**config.mk**
```make
export PLATFORM = sky130hd
export DESIGN_NAME = inst_fetch
export DESIGN_NICKNAME = d
export VERILOG_FILES = /design/src/rtl/inst_fetch.sv
export SDC_FILE = /design/constraint.sdc
export NUM_CORES = 1
export LEC_CHECK = 0
export ABC_AREA = 1
export CAP_MARGIN = 20
export CORE_MARGIN = 3
export CORE_UTILIZATION = 34
export DETAILED_ROUTE_END_ITERATION = 16
export DONT_BUFFER_PORTS = 1
export HOLD_SLACK_MARGIN = 0.15
export PLACE_DENSITY = 0.45
export SYNTH_ARGS = -nofsm -noshare
export SYNTH_HDL_FRONTEND = slang
export SYNTH_SLANG_ARGS = --single-unit
export TNS_END_PERCENT = 1
```
**constraint.sdc**
```tcl
create_clock -name aclk -period 1.88 [get_ports aclk]
set_input_delay 0.564 -clock aclk [delete_from_list [all_inputs] [get_ports aclk]]
set_output_delay 0.564 -clock aclk [all_outputs]
set_load 0.03 [all_outputs]
```
**src/rtl/inst_fetch.sv**
```systemverilog
// Instruction fetch: one outstanding request, one-entry output buffer, redirect/discard handling.
// Latency: valid_out one cycle after data_ok; backpressure holds the buffer while allow_in=0.
// Optional FETCH_ADEF_CHECK_EN: misaligned pc raises adef_out instead of issuing a request.
module inst_fetch #(
    parameter logic [31:0] RESET_PC = 32'h1C00_0000
) (
    input  logic        aclk,
    input  logic        aresetn,
    input  logic        redirect_valid,
    input  logic [31:0] redirect_pc,
    output logic        inst_req,
    output logic [31:0] inst_addr,
    input  logic        inst_addr_ok,
    input  logic        inst_data_ok,
    input  logic [31:0] inst_rdata,
    input  logic        allow_in,
    output logic        valid_out,
    output logic [31:0] pc_out,
    output logic [31:0] inst_out,
    output logic        adef_out
);

`ifdef FETCH_ADEF_CHECK_EN
    localparam bit ADEF_EN = 1'b1;
`else
    localparam bit ADEF_EN = 1'b0;
`endif

    typedef enum logic [1:0] {S_REQ, S_WAIT, S_HOLD} state_t;

    state_t      state;
    logic [31:0] pc;
    logic [31:0] pend_pc;
    logic        pend;
    logic        discard;
    logic        run;
    logic        adef_q;
    logic        misaligned;

    assign misaligned = ADEF_EN && (pc[1:0] != 2'b00);
    // run keeps the bus quiet during the reset cycle itself
    assign inst_req   = run && (state == S_REQ) && !misaligned;
    assign inst_addr  = !run ? 32'd0 : (ADEF_EN ? pc : {pc[31:2], 2'b00});
    assign adef_out   = ADEF_EN ? adef_q : 1'b0;

    always_ff @(posedge aclk) begin
        if (!aresetn) begin
            state     <= S_REQ;
            pc        <= RESET_PC;
            pend      <= 1'b0;
            pend_pc   <= 32'd0;
            discard   <= 1'b0;
            run       <= 1'b0;
            valid_out <= 1'b0;
            pc_out    <= 32'd0;
            inst_out  <= 32'd0;
            adef_q    <= 1'b0;
        end else begin
            run <= 1'b1;
            case (state)
                S_REQ: begin
                    if (run) begin
                        if (misaligned) begin
                            pend <= 1'b0;
                            if (redirect_valid) begin
                                pc <= redirect_pc;
                            end else begin
                                state     <= S_HOLD;
                                valid_out <= 1'b1;
                                pc_out    <= pc;
                                inst_out  <= 32'd0;
                                adef_q    <= 1'b1;
                            end
                        end else if (inst_addr_ok) begin
                            state <= S_WAIT;
                            pend  <= 1'b0;
                            // the accepted address is already stale if a redirect arrived
                            if (redirect_valid) begin
                                pc      <= redirect_pc;
                                discard <= 1'b1;
                            end else if (pend) begin
                                pc      <= pend_pc;
                                discard <= 1'b1;
                            end
                        end else if (redirect_valid) begin
                            pend    <= 1'b1;
                            pend_pc <= redirect_pc;
                        end
                    end
                end
                S_WAIT: begin
                    if (inst_data_ok) begin
                        discard <= 1'b0;
                        if (redirect_valid) begin
                            pc    <= redirect_pc;
                            state <= S_REQ;
                        end else if (discard) begin
                            state <= S_REQ;
                        end else begin
                            state     <= S_HOLD;
                            valid_out <= 1'b1;
                            pc_out    <= pc;
                            inst_out  <= inst_rdata;
                            adef_q    <= 1'b0;
                        end
                    end else if (redirect_valid) begin
                        pc      <= redirect_pc;
                        discard <= 1'b1;
                    end
                end
                S_HOLD: begin
                    if (redirect_valid) begin
                        pc        <= redirect_pc;
                        state     <= S_REQ;
                        valid_out <= 1'b0;
                        adef_q    <= 1'b0;
                    end else if (allow_in && !adef_q) begin
                        pc        <= pc + 32'd4;
                        state     <= S_REQ;
                        valid_out <= 1'b0;
                    end
                end
                default: state <= S_REQ;
            endcase
        end
    end

endmodule

```
==> metrics.md <==
| Metric | Value |
|---|---|
| Result of the run | `finished, final reports clean` |
| Area of placed instances | `0.00758 mm²` |
| Area grow syn2layout | `23.4%` |
| Pin count of the biggest net entering global routing | `112` |
| Routability Congestion | `0.855` |
| Top library cells by usage in the layout, fill and taps aside | `234 x sky130_fd_sc_hd__nand2_1, 176 x sky130_fd_sc_hd__nor2_1, 127 x sky130_fd_sc_hd__o21ai_0` |
| Routed wire length per instance | `17.0 µm` |
| Synthesized netlist cell count | `1064` |
| Number of antenna violations at the first check in global routing | `0` |
| Sequential area share after synthesis | `39.0%` |
| Comb power frac | `45.6%` |
| Number of buffers added on ports | `0` |
| Sum of overflow across all layers after global routing | `0` |
| Worst R2R Path Depth | `11` |
| Switching power summed over all nets | `6.34 mW` |
| Slew Viols, Final | `0` |
| Crit path from | `run` |
| Total iterations of the first detailed-routing run | `5` |
| Number of nets at the end of the flow | `1177` |
| Row count | `51` |
| Internal Dissipation | `8.00 mW` |
| Clock Sink Count | `134` |
| Peak ir drop on the vdd network | `0.767 mV` |
| Setup repair after global routing missed its margin | `yes` |
| Post-Route Skew | `7.66 ps` |
| Startpoint of the tightest hold check path | `aresetn` |
| Via density | `4.97` |
| Critical register-to-register path endpoint | `pc[30]` |
| Clock network power share | `23.1%` |
| First-pass GRT wire length | `35.2 mm` |
| Yosys Warn Count | `0` |
| Clock-pin slew of the registers on the worst-case setup and hold paths | `60 ps` |
| Hold_ws | `176 ps` |
| Number of top-level pins | `169` |
| Floorplan core area | `0.0197 mm²` |
| Commonest non-fill, non-tap cell in the layout | `sky130_fd_sc_hd__nand2_1` |
| Worst Hold Endpoint | `run` |
| Vias in the first global route | `6368` |
| Max-capacitance violation count | `0` |
| Number of remaining DRC errors | `0` |
| Cell types occupying the most area after synthesis | `sky130_fd_sc_hd__dfxtp_1 39%, sky130_fd_sc_hd__nand2_1 13%, sky130_fd_sc_hd__nor2_1 9.9%` |
| Cts bufs inserted | `17` |
| Yosys top cell area share | `39.0%` |
| Count of endpoints failing setup in the final report | `0` |
| Hold WC Path Type | `in -> reg` |
| Arr. time, crit path | `1300 ps` |
| Post-DP HPWL | `16.3 mm` |
| Fmax | `0.537 GHz` |
| Max H-tree Level | `4` |
| Starting density of the core | `35.0%` |
| Area of the die | `0.0220 mm²` |
| Number of diodes added for antenna fixing | `0` |
| Die span in y | `148 µm` |
| Clock insertion delay at the later pin of the skew report | `430 ps` |
| Synth Cell Area | `0.00687 mm²` |
| Final design area excluding fillers | `0.00848 mm²` |
| Maximum count of clock buffers along a single path | `2` |
| Register Area | `0.00270 mm²` |
| Initial DRC Count | `408` |
| Top fanout value on the critical path | `30` |
| Unique masters post-synth | `34` |
| Kind of start point of the critical path | `flip-flop` |
| Share of final-layout standard cells stronger than drive strength 1 | `17.1%` |
| Antenna-violating nets left | `0` |
| Critical path data required time | `1320 ps` |
| Total area of multi-input combinational cells | `0.00362 mm²` |
| Clock tree from TritonCTS | `yes` |
| Switching portion of total power | `44.2%` |
| Fill cell count | `2136` |
| Library cell used as clock root buffer | `sky130_fd_sc_hd__clkbuf_16` |
| Power density over the cells | `1690 mW/mm²` |
| Number of cells on the worst hold path | `0` |
| Total chip power | `14.3 mW` |
| Slack of the worst reg-to-reg path | `60 ps` |
| Critical path class | `reg -> out` |
| Fraction of power consumed by sequential logic | `31.3%` |
| Leakage power figure | `3.57 nW` |
| Number of hold-slack violations in the final timing report | `0` |
| Vias | `6861` |
| Reg-to-reg critical path startpoint | `state[0]` |
| Dominant cell type by area after synthesis | `sky130_fd_sc_hd__dfxtp_1` |
| Crit share post-route | `99.1%` |
| Critical Path Sink Type | `primary output` |
| Global-route usage over all layers | `20.4%` |
| Post-route minimum period | `1860 ps` |
| Horizontal die dimension | `148 µm` |
| Flip-flop and latch count after synthesis | `134` |
| WL final | `23.5 mm` |
| Average size of a mapped cell | `6.46 µm²` |
| Hold buffer count at CTS | `0` |
## per-stage QoR
stage               worst slack [ps]  instances  TNS, ps  util, %
floorplan                        179       1066        0        -
global placement                60.5       1338        0     38.6
detailed placement              54.8       1338        0     38.6
CTS                            -18.0       1371    -37.1     41.7
global route                   -43.1       1380     -628     43.2
finish                          16.6       1380        0     43.2
## cell families after synthesis
logic type               Yosys count  synth area share (%)
other                              1                0.0546
flip-flops                       134                  39.0
buffers and inverters            163                  9.74
adder cells (fa/ha/maj)            5                 0.910
AO/OA/AOI/OAI                    280                  21.7
AND/OR/NAND/NOR                  473                  27.5
XOR/XNOR                           8                  1.02
## per-layer routing
layer,global-route usage [%],vias to the layer above,part of all wire (%)
met3,5.97,10,7.4
met5,0,-,0
met4,4.43,0,0.66
met1,29.4,3147,49
li1,-,3510,-
met2,30.1,194,43
## critical path: stages (launching register included)
cell	delay, ps
sky130_fd_sc_hd__dfxtp_4	380
sky130_fd_sc_hd__buf_12	180
sky130_fd_sc_hd__nand2_1	80
sky130_fd_sc_hd__inv_2	70
sky130_fd_sc_hd__buf_6	130
## worst max-delay path by stage
stage / cells after the start / to / slack (ps)
floorplan: 12 / pc[28] / 180
global placement: 11 / pc[30] / 60
detailed placement: 11 / pc[30] / 50
CTS: 4 / inst_addr[16] / -20
global route: 5 / inst_req / -40
finish: 4 / inst_addr[16] / 20
## state kept, by name, summed over array words and instances (netlist names)
register and count:
pc 32, discard 1, run 1, pend 1, pend_pc 32, inst_out 32
pc_out 32, state 2, valid_out 1
## what timing repair did
action                                  4_1_cts  5_1_grt
cloned                                        0        5
pin swaps                                     0        5
buffers inserted                              1        4
endpoints found under the setup margin       31       67
resized for setup                            26       55
## power groups by stage
stage	Sequential (mW)	Combinational (mW)	Clock, mW
final	4.49	6.54	3.31
after global routing	4.57	7.27	3.51
after CTS	4.46	5.91	3.39
after detailed placement	4.52	5.78	0
after global placement	4.51	5.79	0
after floorplan	4.37	3.86	0
## final cells by class
type | count | area share (%)
Timing Repair Buffer | 81 | 10.2
Tap cell | 265 | 3.91
Clock inverter | 14 | 1.62
Sequential cell | 134 | 31.8
Multi-Input combinational cell | 769 | 42.7
Inverter | 99 | 4.50
Clock buffer | 18 | 5.18
## synth_stat cells, drive strengths merged
cell type	count
o211a	1
nand2	241
buf	22
o211ai	13
o221ai	1
or2	2
nand4	1
inv	99
ha	5
conb	1
nor2	185
o21ai	131
nand3	36
a311oi	3
nor3	2
nor4	1
xnor2	2
a31oi	5
a221oi	1
o21bai	1
a21oi	123
nand3b	5
dfxtp	134
xor2	6
a211oi	1
clkbuf	42
Note: power is estimated with default switching activity, not from simulation.
